`src/rtl/fft_led_mapper.sv`:
```
// rtl/fft_led_mapper.sv - folds FFT magnitude bins into one peak value per LED
//
// Purpose:
//   Accepts a stream of FFT bin magnitudes, drops the low (DC) bins, and merges
//   BINS_PER_LED consecutive bins into one LED value by taking their unsigned
//   maximum. It produces exactly LED_COUNT new_flag pulses per frame. A short
//   frame is padded with zero-valued LEDs while the input is held off. Bins
//   that arrive after the last LED are dropped until fft_last.
//
// Optional feature:
//   LOG_SCALE_EN - when defined, freq_mag carries a coarse log2 code
//   {17'b0, msb_index[4:0], three bits below the msb}. When it is not
//   defined, freq_mag carries the raw group maximum.
//
// Ports:
//   clk_100mhz  in   system clock, rising edge
//   rst         in   synchronous active-high reset
//   fft_valid   in   fft_mag / fft_last valid this cycle
//   fft_last    in   final bin of the current FFT frame
//   fft_mag     in   [24:0] magnitude of the current bin
//   fft_ready   out  bin accepted when fft_valid && fft_ready (low only while padding)
//   new_flag    out  one-cycle pulse; freq_mag holds the next LED value
//   freq_mag    out  [24:0] LED value, held between pulses
//   frame_done  out  one-cycle pulse with the LED_COUNT-th new_flag of a frame

module fft_led_mapper #(
  parameter int LED_COUNT    = 72,
  parameter int BINS_PER_LED = 4,
  parameter int START_BIN    = 1
) (
  input  logic        clk_100mhz,
  input  logic        rst,
  input  logic        fft_valid,
  input  logic        fft_last,
  input  logic [24:0] fft_mag,
  output logic        fft_ready,
  output logic        new_flag,
  output logic [24:0] freq_mag,
  output logic        frame_done
);

  localparam logic [1:0] ST_IDLE  = 2'd0;
  localparam logic [1:0] ST_ACCUM = 2'd1;
  localparam logic [1:0] ST_FLUSH = 2'd2;
  localparam logic [1:0] ST_SKIP  = 2'd3;

  localparam int LED_W = $clog2(LED_COUNT + 1);
  localparam int GRP_W = $clog2(BINS_PER_LED + 1);
  localparam int BIN_W = $clog2(START_BIN + 2);

  localparam logic [LED_W-1:0] LED_LAST  = LED_W'(LED_COUNT - 1);
  localparam logic [GRP_W-1:0] GRP_LAST  = GRP_W'(BINS_PER_LED - 1);
  localparam logic [BIN_W-1:0] BIN_FIRST = BIN_W'(START_BIN);

  logic [1:0]       state;
  logic [LED_W-1:0] led_cnt;   // LEDs already emitted in this frame
  logic [GRP_W-1:0] grp_cnt;   // bins already merged into the open group
  logic [BIN_W-1:0] bin_cnt;   // bin index; only "below START_BIN or not" matters
  logic [24:0]      acc;       // running maximum of the open group

  logic        beat;
  logic        in_range;
  logic        grp_end;
  logic        led_end;
  logic [24:0] grp_max;

  // Output scaling applied to every emitted LED value.
  function automatic logic [24:0] scale(input logic [24:0] v);
`ifdef LOG_SCALE_EN
    logic [4:0]  p;
    logic [24:0] s;
    p = 5'd0;
    for (int i = 0; i < 25; i++) begin
      if (v[i]) p = 5'(i);
    end
    // Normalise so that the msb sits at bit 24. The three bits below it
    // then become the mantissa, zero-padded when the msb index is below 3.
    s = v << (5'd24 - p);
    if (v == 25'd0) scale = 25'd0;
    else            scale = {17'b0, p, s[23:21]};
`else
    scale = v;
`endif
  endfunction

  assign fft_ready = (state != ST_FLUSH);
  assign beat      = fft_valid && fft_ready;
  assign in_range  = (bin_cnt >= BIN_FIRST);
  // A discarded DC bin must not pollute the group maximum.
  assign grp_max   = (in_range && (fft_mag > acc)) ? fft_mag : acc;
  assign grp_end   = in_range && (grp_cnt == GRP_LAST);
  assign led_end   = (led_cnt == LED_LAST);

  always_ff @(posedge clk_100mhz) begin
    if (rst) begin
      state      <= ST_IDLE;
      led_cnt    <= '0;
      grp_cnt    <= '0;
      bin_cnt    <= '0;
      acc        <= '0;
      freq_mag   <= '0;
      new_flag   <= 1'b0;
      frame_done <= 1'b0;
    end else begin
      new_flag   <= 1'b0;
      frame_done <= 1'b0;
      case (state)
        ST_IDLE, ST_ACCUM: begin
          if (beat) begin
            // The bin counter saturates once past the discard region because
            // no later decision depends on its exact value.
            bin_cnt <= fft_last ? '0 : (in_range ? bin_cnt : bin_cnt + 1'b1);
            if (grp_end || fft_last) begin
              // A full group, or the partial group closed by fft_last.
              new_flag <= 1'b1;
              freq_mag <= scale(grp_max);
              acc      <= '0;
              grp_cnt  <= '0;
              if (led_end) begin
                frame_done <= 1'b1;
                led_cnt    <= '0;
                state      <= fft_last ? ST_IDLE : ST_SKIP;
              end else begin
                led_cnt <= led_cnt + 1'b1;
                state   <= fft_last ? ST_FLUSH : ST_ACCUM;
              end
            end else begin
              acc <= grp_max;
              if (in_range) grp_cnt <= grp_cnt + 1'b1;
              state <= ST_ACCUM;
            end
          end
        end

        ST_FLUSH: begin
          // Pad with zero LEDs; the input is held off (fft_ready low).
          new_flag <= 1'b1;
          freq_mag <= scale(25'd0);
          if (led_end) begin
            frame_done <= 1'b1;
            led_cnt    <= '0;
            state      <= ST_IDLE;
          end else begin
            led_cnt <= led_cnt + 1'b1;
          end
        end

        ST_SKIP: begin
          if (beat && fft_last) begin
            bin_cnt <= '0;
            state   <= ST_IDLE;
          end
        end

        default: state <= ST_IDLE;
      endcase
    end
  end

endmodule

```
`config.mk`:
```
export PLATFORM = sky130hd
export DESIGN_NAME = fft_led_mapper
export DESIGN_NICKNAME = d
export VERILOG_FILES = /design/src/rtl/fft_led_mapper.sv
export SDC_FILE = /design/constraint.sdc
export NUM_CORES = 1
export LEC_CHECK = 0
export ABC_AREA = 1
export CAP_MARGIN = 5
export CORE_UTILIZATION = 50
export CTS_BUF_LIST = sky130_fd_sc_hd__clkbuf_8
export CTS_CLUSTER_SIZE = 28
export DETAILED_ROUTE_END_ITERATION = 6
export GPL_ROUTABILITY_DRIVEN = 1
export PLACE_DENSITY_LB_ADDON = 0.25
export RECOVER_POWER = 25
export SLEW_MARGIN = 20
export SYNTH_ARGS = -nofsm -noshare
export SYNTH_HDL_FRONTEND = slang
export SYNTH_SLANG_ARGS = --single-unit
```
`constraint.sdc`:
```
create_clock -name clk_100mhz -period 3.9 [get_ports clk_100mhz]
set_input_delay 1.17 -clock clk_100mhz [delete_from_list [all_inputs] [get_ports clk_100mhz]]
set_output_delay 1.17 -clock clk_100mhz [all_outputs]
set_load 0.02 [all_outputs]
```
After elaboration in Yosys (flattened, before gate mapping):

Index checks and enable logic that the tools add are counted.
W data, S select, Z words.

* add/subtract/negate cells: 3
* multiplexer cells: 30
* equality and inequality tests: 11
* order comparisons: 2
* reduce and logical (&&, ||, !) cells: 15

Operators by type and width (number)
* $mux W25: 4
* $pmux W25 S2: 1
* $gt A25 B25 Y1: 1
* $mux W7: 3
* $mux W2: 10
* $pmux W7 S2: 1
* $ne A2 B2 Y1 const B: 5
* $reduce_and A3 Y1: 3
* $add A7 B1 Y7 const B: 1
* $eq A7 B7 Y1 const B: 1
* $mux W3: 2
* $pmux W2 S3: 1
* $reduce_bool A2 Y1: 3
* $mux W1: 5
* $eq A2 B2 Y1 const B: 2
* $logic_and A1 B1 Y1: 4
* $pmux W1 S2: 2
* $pmux W2 S2: 1
* $reduce_and A4 Y1: 1
* $add A3 B1 Y3 const B: 1
* $eq A3 B2 Y1 const B: 1
* $ne A3 B3 Y1 const B: 1
* $add A2 B1 Y2 const B: 1
* $eq A2 B1 Y1 const B: 1
* 5 further kinds: 5

* output and inout port bits: 28
* register bits: 66

Longest topological paths before layout:

* depth after elaboration: 6
* mapped depth: 15

Least setup slack after synthesis:

OpenSTA, ideal clock, no wires.

* path type: input to register
* start point: input fft_mag[22]
* end point: register acc[6]
* stages on the path: 12
* setup time: 0.132 ns
* path buffers: 1
* setup slack: 1.302 ns
* data arrival time: 2.466 ns
* required time: 3.768 ns
* cells stage by stage: ha_1 nand2_1 inv_1 o21ai_1 nand2_1 nor2_1 nand3_4 nand2_4 buf_12 nand2_2 nand3_1 a21oi_2

* word-level cells in the longest chain between the ends: 4

RTL lines
* from (decl): line 35 `input logic [24:0] fft_mag,`
* $gt A25 B25 Y1: line 90 `assign grp_max = (in_range && (fft_mag > acc)) ? fft_mag : acc;`
* $logic_and A1 B1 Y1: line 90
* $mux W25: line 90
* $mux W25: line 113 `if (grp_end || fft_last) begin`
* to (signal assigned): line 128 `acc <= grp_max;`
* to (decl): line 59 `logic [24:0] acc;`

No other way between the ends.
A chain may end at the register's enable or synchronous reset.

Final worst setup path:

* start point: input fft_last
* end point: register led_cnt[5]

* word-level cells in the longest chain between the ends: 3

RTL lines
* from (decl): line 34 `input logic fft_last,`
* $logic_or A1 B1 Y1: line 113
* $ne A2 B2 Y1 (no line)
* $reduce_and A3 Y1 (no line)
* to (signal assigned): line 124 `led_cnt <= led_cnt + 1'b1;`
* to (signal assigned): line 144 `led_cnt <= led_cnt + 1'b1;`
* to (decl): line 56 `logic [LED_W-1:0] led_cnt;`

No other way between the ends.

==> results.txt <==
The number of top-level pins is 57. The worst hold path belongs to the class reg -> reg. The Yosys step of the flow raised 0 warnings. The overall die area came out at 8130 um^2. The largest driver fanout on the critical path is 11. The total of buffers placed on input and output ports is 56. The routed wirelength normalized by instance count is 13.3 um. The final worst setup slack came out at 0.645 ns. The count of non-filler cells in the finished layout is 681. The layout cell share with drive strength beyond 1 came out at 13.2%.

The total power per unit cell area is 407 nW/um^2. On the final layout, the worst clock skew is 0.00577 ns. The number of max-slew violations in the final report came out at 0. At the placement stage, the worst setup path has a slack of 0.455 ns. The total number of clock tree sinks is 66.

The instance count along the most critical hold path came out at 2. The top achievable clock speed is 0.307 GHz. Setup repair after global routing left no endpoint under its margin. The reported max-cap violation count is 0. The wire length of the first global-routing pass came out at 15500 um. The area of the mapped netlist came out at 3890 um^2.

The initial antenna violation count came to 0. Summed over all layers, the global routing overflow is 0. Detailed placement ended at an HPWL of 6240 um. Buffers added to address setup during post-CTS repair amount to 0. The DRC violation total after the first TritonRoute iteration is 159. The area added between synthesis and finish is 22.3%.

After technology mapping, the gate count stands at 523. The number of hold violations in the final report came out at 0. The cell row count is 31. The die is 90.2 um tall.

The distinct cell type count after synthesis is 39. The final net count came out at 635. The worst setup path is launched from a primary input.

The maximum number of pins on one net before global-route repair is 37. The source-to-sink clock delay at the later pin of the worst-skew pair came out at 0.36 ns. Once the clock tree was built, the resizer swapped 0 gates to a different size. The total leakage power is 2.00 nW.

The headroom to the max-slew limit came out at 50.5%. The cell count after placement came out at 665. The diode insertion count for antenna repair came out at 0.

The sequential share of the synthesized area is 34.0%. The fraction of the cycle the final worst path needs is 83.5%. The fill cell instance count of the final layout came out at 678. The peak supply drop is 0.249 mV. The final routed DRC violation total came out at 0. The ratio of routed vias to standard cells is 5.29.

The maximum level of the CTS H-tree is 3. The congestion estimate from routability-driven global placement came to 0.792. STA classifies the critical path endpoint as a flip-flop.

The flow ran to the end, and the final reports show no timing, DRC or antenna violations. Subtracting the final worst setup slack from the clock period gives 3.25 ns. The detailed-route via count is 3602. Setup violations remaining at the end of the flow were counted as 0. For the pin with the worst max-slew slack, the measured transition is 0.743 ns.

The routed wire length is 9060 um. TritonCTS built the clock tree. Clock tree synthesis selected as its root buffer the cell clkbuf_8. The final total negative setup slack came out at 0 ns. The die is 90.2 um wide. Each instance of the synthesized netlist takes up on average 7.44 um^2.

The number of global-route vias before repair was 3485. The longest clock path from root to sink contains 2 buffers. When the netlist entered floorplanning its net count stood at 581.

The path depth of the worst reg2reg path is 10. The core occupancy in the finished layout came out at 64.5%. The data arrival at the endpoint of the critical path is 3.55 ns. The aggregate global-route resource usage is 23.7%. The clock transition time at the flip-flop clock pins of the worst setup and hold paths is 0.08 ns. The post-cts hold buffer count is 0. TritonCTS created 9 clock buffers. The number of synthesized register bits came out at 66. The initial core utilization came out at 52.8%. The worst setup path is of the in -> reg kind. Data on the critical path is required at its endpoint by 4.20 ns. The core box area came out at 7370 um^2. The number of nets with antenna violations after routing came out at 0. For this run, the detailed router's first-pass iteration total came to 5.
## layer usage
layer | global-route usage [%] | up-vias | share of wire, %
met5 | 0 | - | 0
met4 | 9.95 | 0 | 2.5
met3 | 5.84 | 23 | 5.3
met2 | 41.2 | 105 | 49
met1 | 27.7 | 1669 | 43
li1 | - | 1805 | -
## worst max-delay path, cell delays in order
cell	delay [ns]
dlygate4sd3_1	0.56
inv_1	0.19
nand2_1	0.16
inv_1	0.17
nor2_8	0.04
nor2_1	0.55
o21ai_0	0.35
o21bai_1	0.24
a21oi_1	0.12
## per-stage QoR
step	hold slack [ns]	area, um^2	power [mW]
after CTS	0.467	4760	1.95
after global placement	0.453	4520	1.23
after global routing	0.482	4750	2.03
after detailed placement	0.456	4520	1.24
after floorplan	0.441	3890	1.10
final	0.463	4750	1.93
## placed cells by master (no fill, tap or decap), types with 2 or more instances in the layout
cell / n
clkdlybuf4s50_1: 36
clkinv_2: 2
nand2_1: 101
nand3_2: 9
clkinv_4: 2
a211oi_1: 3
nor2_2: 6
o21ai_0: 4
a21oi_1: 56
nor2_1: 18
dlygate4sd3_1: 19
nand2_4: 20
inv_1: 78
inv_2: 3
nand2_2: 3
bufinv_16: 3
dfxtp_1: 66
ha_1: 29
o211ai_1: 2
clkbuf_8: 9
buf_4: 8
a31oi_1: 3
nand4_1: 4
nor3_1: 3
a21o_1: 2
a21oi_2: 6
nand3_1: 71
## state kept, by name, summed over array words and instances, names as in the netlist
| register | cells |
|---|---|
| frame_done | 1 |
| led_cnt | 7 |
| state | 2 |
| new_flag | 1 |
| grp_cnt | 3 |
| acc | 25 |
| freq_mag | 25 |
| bin_cnt | 2 |
## layout make-up
type	instances	area (um^2)	share of cell area, %
sequential	66	1320	27.8
tap	99	124	2.61
clock buffer	9	124	2.61
timing repair buffer	65	636	13.4
inverter	81	304	6.39
multi-input combinational	354	2130	44.8
clock inverter	7	118	2.47
## cells by family after synthesis
logic type / Yosys count / share of synthesized area [%]
compound gates: 80 / 11.6
xor+xnor: 2 / 0.451
fa+ha+maj: 29 / 9.33
buf+inv: 103 / 11.1
flops: 66 / 34.0
simple gates: 243 / 33.5
## synthesized netlist by cell type
| cell | count | share of area (%) |
|---|---|---|
| xor2_1 | 1 | 0.23 |
| or2_1 | 1 | 0.16 |
| a21oi_1 | 56 | 7.2 |
| nor2_4 | 1 | 0.29 |
| and2_1 | 1 | 0.16 |
| o21ai_1 | 1 | 0.13 |
| nor3b_1 | 1 | 0.19 |
| o311ai_0 | 1 | 0.23 |
| clkbuf_1 | 8 | 0.77 |
| nand3_4 | 1 | 0.45 |
| nand3_1 | 71 | 9.1 |
| inv_2 | 5 | 0.48 |
| buf_2 | 10 | 1.3 |
| a22oi_1 | 1 | 0.19 |
| nor3_1 | 3 | 0.39 |
| a21o_1 | 2 | 0.39 |
| o211ai_1 | 2 | 0.39 |
| dfxtp_1 | 66 | 34 |
| buf_12 | 2 | 1.0 |
| a31oi_1 | 3 | 0.48 |
| nand2_1 | 101 | 9.7 |
| or2_2 | 1 | 0.16 |
| inv_1 | 76 | 7.3 |
| buf_1 | 2 | 0.19 |
| nand3b_1 | 1 | 0.19 |
| nor3_2 | 1 | 0.26 |
| nand3_2 | 9 | 2.3 |
| o21ai_0 | 4 | 0.51 |
| nor2_2 | 6 | 0.97 |
| nand2_2 | 3 | 0.48 |
| a211oi_1 | 3 | 0.58 |
| xnor2_1 | 1 | 0.23 |
| nand2_4 | 20 | 5.8 |
| o21bai_1 | 1 | 0.19 |
| nor2_1 | 17 | 1.6 |
| nand4_1 | 4 | 0.64 |
| a21oi_2 | 6 | 1.4 |
| nor2_8 | 1 | 0.51 |
| ha_1 | 29 | 9.3 |
## worst paths after layout
path | from | end | slack, ns
max | fft_last | led_cnt[5] | 0.65
min | freq_mag[23] | freq_mag[23] | 0.46
max reg2reg | grp_cnt[0] | led_cnt[5] | 1.47
min reg2reg | freq_mag[23] | freq_mag[23] | 0.46
## power breakdown
group          total [mW]  internal [mW]  leakage (nW)  switching, mW
registers           0.729          0.710         0.535         0.0186
clock network       0.710          0.424         0.123          0.286
logic               0.494          0.185          1.34          0.309
Note: power is estimated with default switching activity, not from simulation.
==> RTL edit 1, RTL diff (same flow settings) <==
Set the parameter `BINS_PER_LED` to 2 (it was 4).
--- a/src/rtl/fft_led_mapper.sv
+++ b/src/rtl/fft_led_mapper.sv
@@ -25,7 +25,7 @@
 
 module fft_led_mapper #(
   parameter int LED_COUNT    = 72,
-  parameter int BINS_PER_LED = 4,
+  parameter int BINS_PER_LED = 2,
   parameter int START_BIN    = 1
 ) (
   input  logic        clk_100mhz,
Check against the original RTL: not equivalent (Yosys sat finds a counterexample within 4 cycles, from zero or initial values and one cycle with rst high).
==> RTL edit 1 against the original RTL <==
  * Non-clock buffer count decreased by 1
  * Maximum frequency grew 3.6%
  * Cell area shrank 7.9%
  * Synthesized cell count down 2.7%
  * Sequential cell count down 1
  * Worst setup slack improved by 0.11 ns
  * Synthesized area shrank 8.7%
  * Register-to-register slack better by 0.18 ns
  * Power shrank 12%
  * Wire length shrank 5.4%
  * Core utilization shrank 0.41 points
  * Clock skew rose by 0.00084 ns
  * Largest power group unchanged
==> RTL edit 1: results (changes against the original RTL) <==
* Synth top cells by count: 113 x nand2_1, 84 x nand3_1, 71 x inv_1 (was 101 x nand2_1, 76 x inv_1, 71 x nand3_1)
* DRT Pass-1 Iters at 5 (unchanged)
* Syn Area/Cell at 6.979 sq um (was 7.435 sq um)
* Share of cells above drive strength 1 at 6.007% (was 13.23%)
* CTS Hold Bufs at 0 (unchanged)
* Post-synth ARST share at 0% (unchanged)
* Slew headroom at 50.79% (was 50.46%)
* Slowest CP cell: clkdlybuf4s50_1 (was dlygate4sd3_1)
* Setup Fix Bufs, Post-CTS at 0 (unchanged)
* Routed WL at 8.569 mm (was 9.061 mm)
* Highest cell delay on the worst timing path at 0.42 ns (was 0.56 ns)
* Final Hold Vio Count at 0 (unchanged)
* Pre-CTS WS at 0.4460 ns (was 0.4551 ns)
* Critical-path maximum fanout at 25 (was 11)
* Placement-stage cell area at 4178 sq um (was 4521 sq um)
* First-pass GRT wire length at 14.28 mm (was 15.46 mm)
* Synthesis Warnings at 0 (unchanged)
* Yosys cell types at 35 (was 39)
* CTS Buffer Depth at 2 (unchanged)
* Post-DP HPWL at 5.773 mm (was 6.244 mm)
* Synth top area cells: dfxtp_1 37%, nand2_1 12%, nand3_1 12%, ha_1 9.9%, a21oi_1 9.0% (was dfxtp_1 34%, nand2_1 9.7%, ha_1 9.3%, nand3_1 9.1%, inv_1 7.3%)
* Largest net degree at the start of global routing at 32 (was 37)
* Finished Layout Cells at 662 (was 681)
* GPL Wtd Cong at 0.8007 (was 0.7915)
* Worst ir drop on vdd at 0.2468 mV (was 0.2493 mV)
* Antenna violations before repair at 0 (unchanged)
* CTS buffer count at 9 (unchanged)
* Seq/Total Area, Yosys at 36.63% (was 33.98%)
* Clock Skews at 0.006608 ns (was 0.005771 ns)
* Worst skew pair latency at 0.34 ns (was 0.36 ns)
* Starting DRT DRC Count at 197 (was 159)
* Global Route Usage Sum at 24.45% (was 23.69%)
* Fin nets at 618 (was 635)
* Family with the most delay on the worst path: simple AND/OR/NAND/NOR gates (was buffers and inverters)
* Biggest regs: acc x25, freq_mag x25, led_cnt x7 (unchanged)
* Placed cells at 646 (was 665)
* Number of global-route vias before repair at 3,194 (was 3,485)
* # port buffers at 56 (unchanged)
* Outcome: completed (unchanged)
* Syn_nets at 566 (was 581)
* ANT cells at 0 (unchanged)
* CTS clock-pin slew for the worst setup and hold paths at 0.07 ns
* Leakage at 1.865 nW (was 2.003 nW)
* Root Buffer: clkbuf_8 (unchanged)
* Min-Delay Path Class: reg -> reg (unchanged)
* Post-cts sizing count at 0 (unchanged)
* WP data arrival at 3.42 ns (was 3.55 ns)
* H-tree depth at 3 (unchanged)
* Vias after detailed routing at 3,419 (was 3,602)
[RTL edit 1: worst register-to-register path, stage by stage, from the launching register on]
cell	delay (ns)
dfxtp_1	0.30
inv_1	0.09
ha_1	0.25
inv_1	0.06
nor2_1	0.11
or2_1	0.30
nor2_8	0.05
nor2_4	0.46
or2_1	0.23
nand2_2	0.09
o21bai_1	0.16
a21oi_1	0.10
[RTL edit 1: metal layers]
metal / routed length (microns) / track usage [%]
met3: 537 / 3.905
met1: 3919 / 30.56
met4: 129 / 10.61
met5: 0 / 0
met2: 3982 / 41.70
[RTL edit 1: report_power, final]
group	internal, W	leakage (nW)	total, W	switching (W)
combinational	0.000147	1.24	0.000407	0.000260
sequential	0.000699	0.527	0.000717	0.0000184
clock	0.000300	0.100	0.000584	0.000284
total	0.00115	1.86	0.00171	0.000562
[RTL edit 1: metrics by stage]
stage	utilization (%)	total power (W)
2_1_floorplan	-	0.001005
3_3_place_gp	61.15	0.001126
3_5_place_dp	61.15	0.001137
4_1_cts	64.10	0.001722
5_1_grt	64.10	0.001806
6_report	64.10	0.001708
[RTL edit 1: cells by family after synthesis]
group / Yosys count / synth area share, %
compound gates: 78 / 11.69
xor+xnor: 3 / 0.7398
fa+ha+maj: 28 / 9.863
buf+inv: 95 / 10.71
flops: 65 / 36.63
simple gates: 240 / 30.36
[RTL edit 1: layout make-up]
cell class | instances | area, sq um
well taps | 96 | 120.1
multi-input cells | 349 | 1871
inverters | 72 | 270.3
clock inverters | 7 | 77.57
fillers | 627 | 2452
clock buffers | 9 | 123.9
repair buffers | 64 | 615.6
flip-flops and latches | 65 | 1301
[RTL edit 1: path summary, 6_finish.rpt]
check                                         startpoint                  endpoint  slack [ns]  depth (start not counted)
worst min register to register  freq_mag[2]$_SDFFE_PP0P_  freq_mag[2]$_SDFFE_PP0P_        0.46                          2
worst max register to register   bin_cnt[0]$_SDFFE_PP0P_   led_cnt[5]$_SDFFE_PP0P_        1.65                         11
worst max-delay path                         fft_mag[16]       acc[6]$_SDFFE_PP0P_        0.76                         12
worst min-delay path            freq_mag[2]$_SDFFE_PP0P_  freq_mag[2]$_SDFFE_PP0P_        0.46                          2
==> RTL edit 2, RTL diff (same flow settings) <==
Made on the original files. Make the reset (`rst`) asynchronous in one clocked block. Comments in the files are not updated.
--- a/src/rtl/fft_led_mapper.sv
+++ b/src/rtl/fft_led_mapper.sv
@@ -91,7 +91,7 @@
   assign grp_end   = in_range && (grp_cnt == GRP_LAST);
   assign led_end   = (led_cnt == LED_LAST);
 
-  always_ff @(posedge clk_100mhz) begin
+  always_ff @(posedge clk_100mhz or posedge rst) begin
     if (rst) begin
       state      <= ST_IDLE;
       led_cnt    <= '0;
Check against the original RTL: differs if rst is asserted again (counterexample within 4 cycles, from zero or initial values and one cycle with rst high); with rst held inactive, the same outputs for 4 cycles.
==> RTL edit 2 against the original RTL <==
  * The flow now finishes with violations (capacitance limit, slew limit)
  * Synthesized area decreased by 0.58%
  * Largest cell class unchanged
  * Wire length decreased by 5.1%
  * Worst hold slack improved by 0.017 ns
  * Worst setup slack improved by 0.17 ns
  * Cell area decreased by 0.13%
  * Critical path type unchanged
  * Sequential cell count unchanged
  * Critical endpoint is now freq_mag[14]$_DFFE_PP0P_
Power is not compared: it rests on default switching activity, and its combinational part moved more than twofold at a synthesized area within 25%.
==> RTL edit 2: results (changes against the original RTL) <==
* Yosys cell types at 27 (was 39)
* Placement-stage cell area at 4526 sq um (was 4521 sq um)
* GPL Wtd Cong at 0.8022 (was 0.7915)
* Outcome: complete, but fails checks (was completed)
* Slew headroom at -10.55% (was 50.46%)
* Placed cells at 656 (was 665)
* Max cap viols at 1 (was 0)
* Fin nets at 626 (was 635)
* Failing checks: capacitance limit, slew limit
* Max-slew violations at 67 (was 0)
* Share of cells above drive strength 1 at 8.202% (was 13.23%)
* Synth top cells by count: 167 x nand2_1, 82 x nand3_1, 76 x inv_1 (was 101 x nand2_1, 76 x inv_1, 71 x nand3_1)
* Vias per cell at 5.037 (was 5.289)
* Syn Area/Cell at 7.596 sq um (was 7.435 sq um)
* Syn_nets at 567 (was 581)
* Routed WL at 8.603 mm (was 9.061 mm)
* Global Route Usage Sum at 22.55% (was 23.69%)
* Pre-CTS WS at 0.4873 ns (was 0.4551 ns)
* Vias after detailed routing at 3,385 (was 3,602)
* Critical-path maximum fanout at 25 (was 11)
* Main synth FF type: dfrtp_1 (was dfxtp_1)
* First-pass GRT wire length at 14.83 mm (was 15.46 mm)
* Largest net degree at the start of global routing at 67 (was 37)
* Starting DRT DRC Count at 178 (was 159)
* Synth top area cells: dfrtp_1 43%, nand2_1 16%, nand3_1 11%, ha_1 9.4%, inv_1 7.4% (was dfxtp_1 34%, nand2_1 9.7%, ha_1 9.3%, nand3_1 9.1%, inv_1 7.3%)
* Clock Skews at 0.01250 ns (was 0.005771 ns)
* DRT Pass-1 Iters at 4 (was 5)
* WP data arrival at 3.31 ns (was 3.55 ns)
* Post-DP HPWL at 5.886 mm (was 6.244 mm)
RTL edit 2: area by class of cell:
type	instances	area, sq um
Clock buffer	12	165.2
Clock inverter	4	72.57
Fill cell	670	2621
Inverter	79	296.5
Multi-Input combinational cell	348	1821
Sequential cell	66	1652
Tap cell	99	123.9
Timing Repair Buffer	64	618.1
RTL edit 2: critical path: stages:
cell and delay [ns]:
clkdlybuf4s50_1 0.44, ha_1 0.31, nand2_1 0.08, nor2_1 0.19, nand2_1 0.07, nor2_1 0.10
nand2_1 0.06, o21ai_2 0.12, inv_2 0.13, nand2_4 0.33, nand2_1 0.13, nand3_1 0.11
nand2_1 0.06
RTL edit 2: kinds of logic after synthesis:
kind of cell / after synthesis / synth area share [%]
buf+inv: 95 / 10.19
compound gates: 24 / 3.786
simple gates: 290 / 32.78
fa+ha+maj: 29 / 9.385
flops: 66 / 42.72
xor+xnor: 5 / 1.133
RTL edit 2: worst paths after layout:
check                                              start                       end  slack [ns]  cells past startpoint
worst max-delay path                         fft_mag[12]  freq_mag[14]$_DFFE_PP0P_        0.82                     13
worst min-delay path            freq_mag[22]$_DFFE_PP0P_  freq_mag[22]$_DFFE_PP0P_        0.48                      2
worst max register to register       acc[12]$_DFFE_PP0P_  freq_mag[14]$_DFFE_PP0P_        1.70                     13
worst min register to register  freq_mag[22]$_DFFE_PP0P_  freq_mag[22]$_DFFE_PP0P_        0.48                      2
max in group asynchronous                            rst        acc[8]$_DFFE_PP0P_        1.06                      3
min in group asynchronous                            rst  freq_mag[23]$_DFFE_PP0P_        1.83                      3
RTL edit 2: per-layer routing:
metal	GRT usage, %	share of wire (%)
met1	31.19	49
met2	36.22	45
met3	3.384	4.2
met4	7.930	1.4
met5	0	0
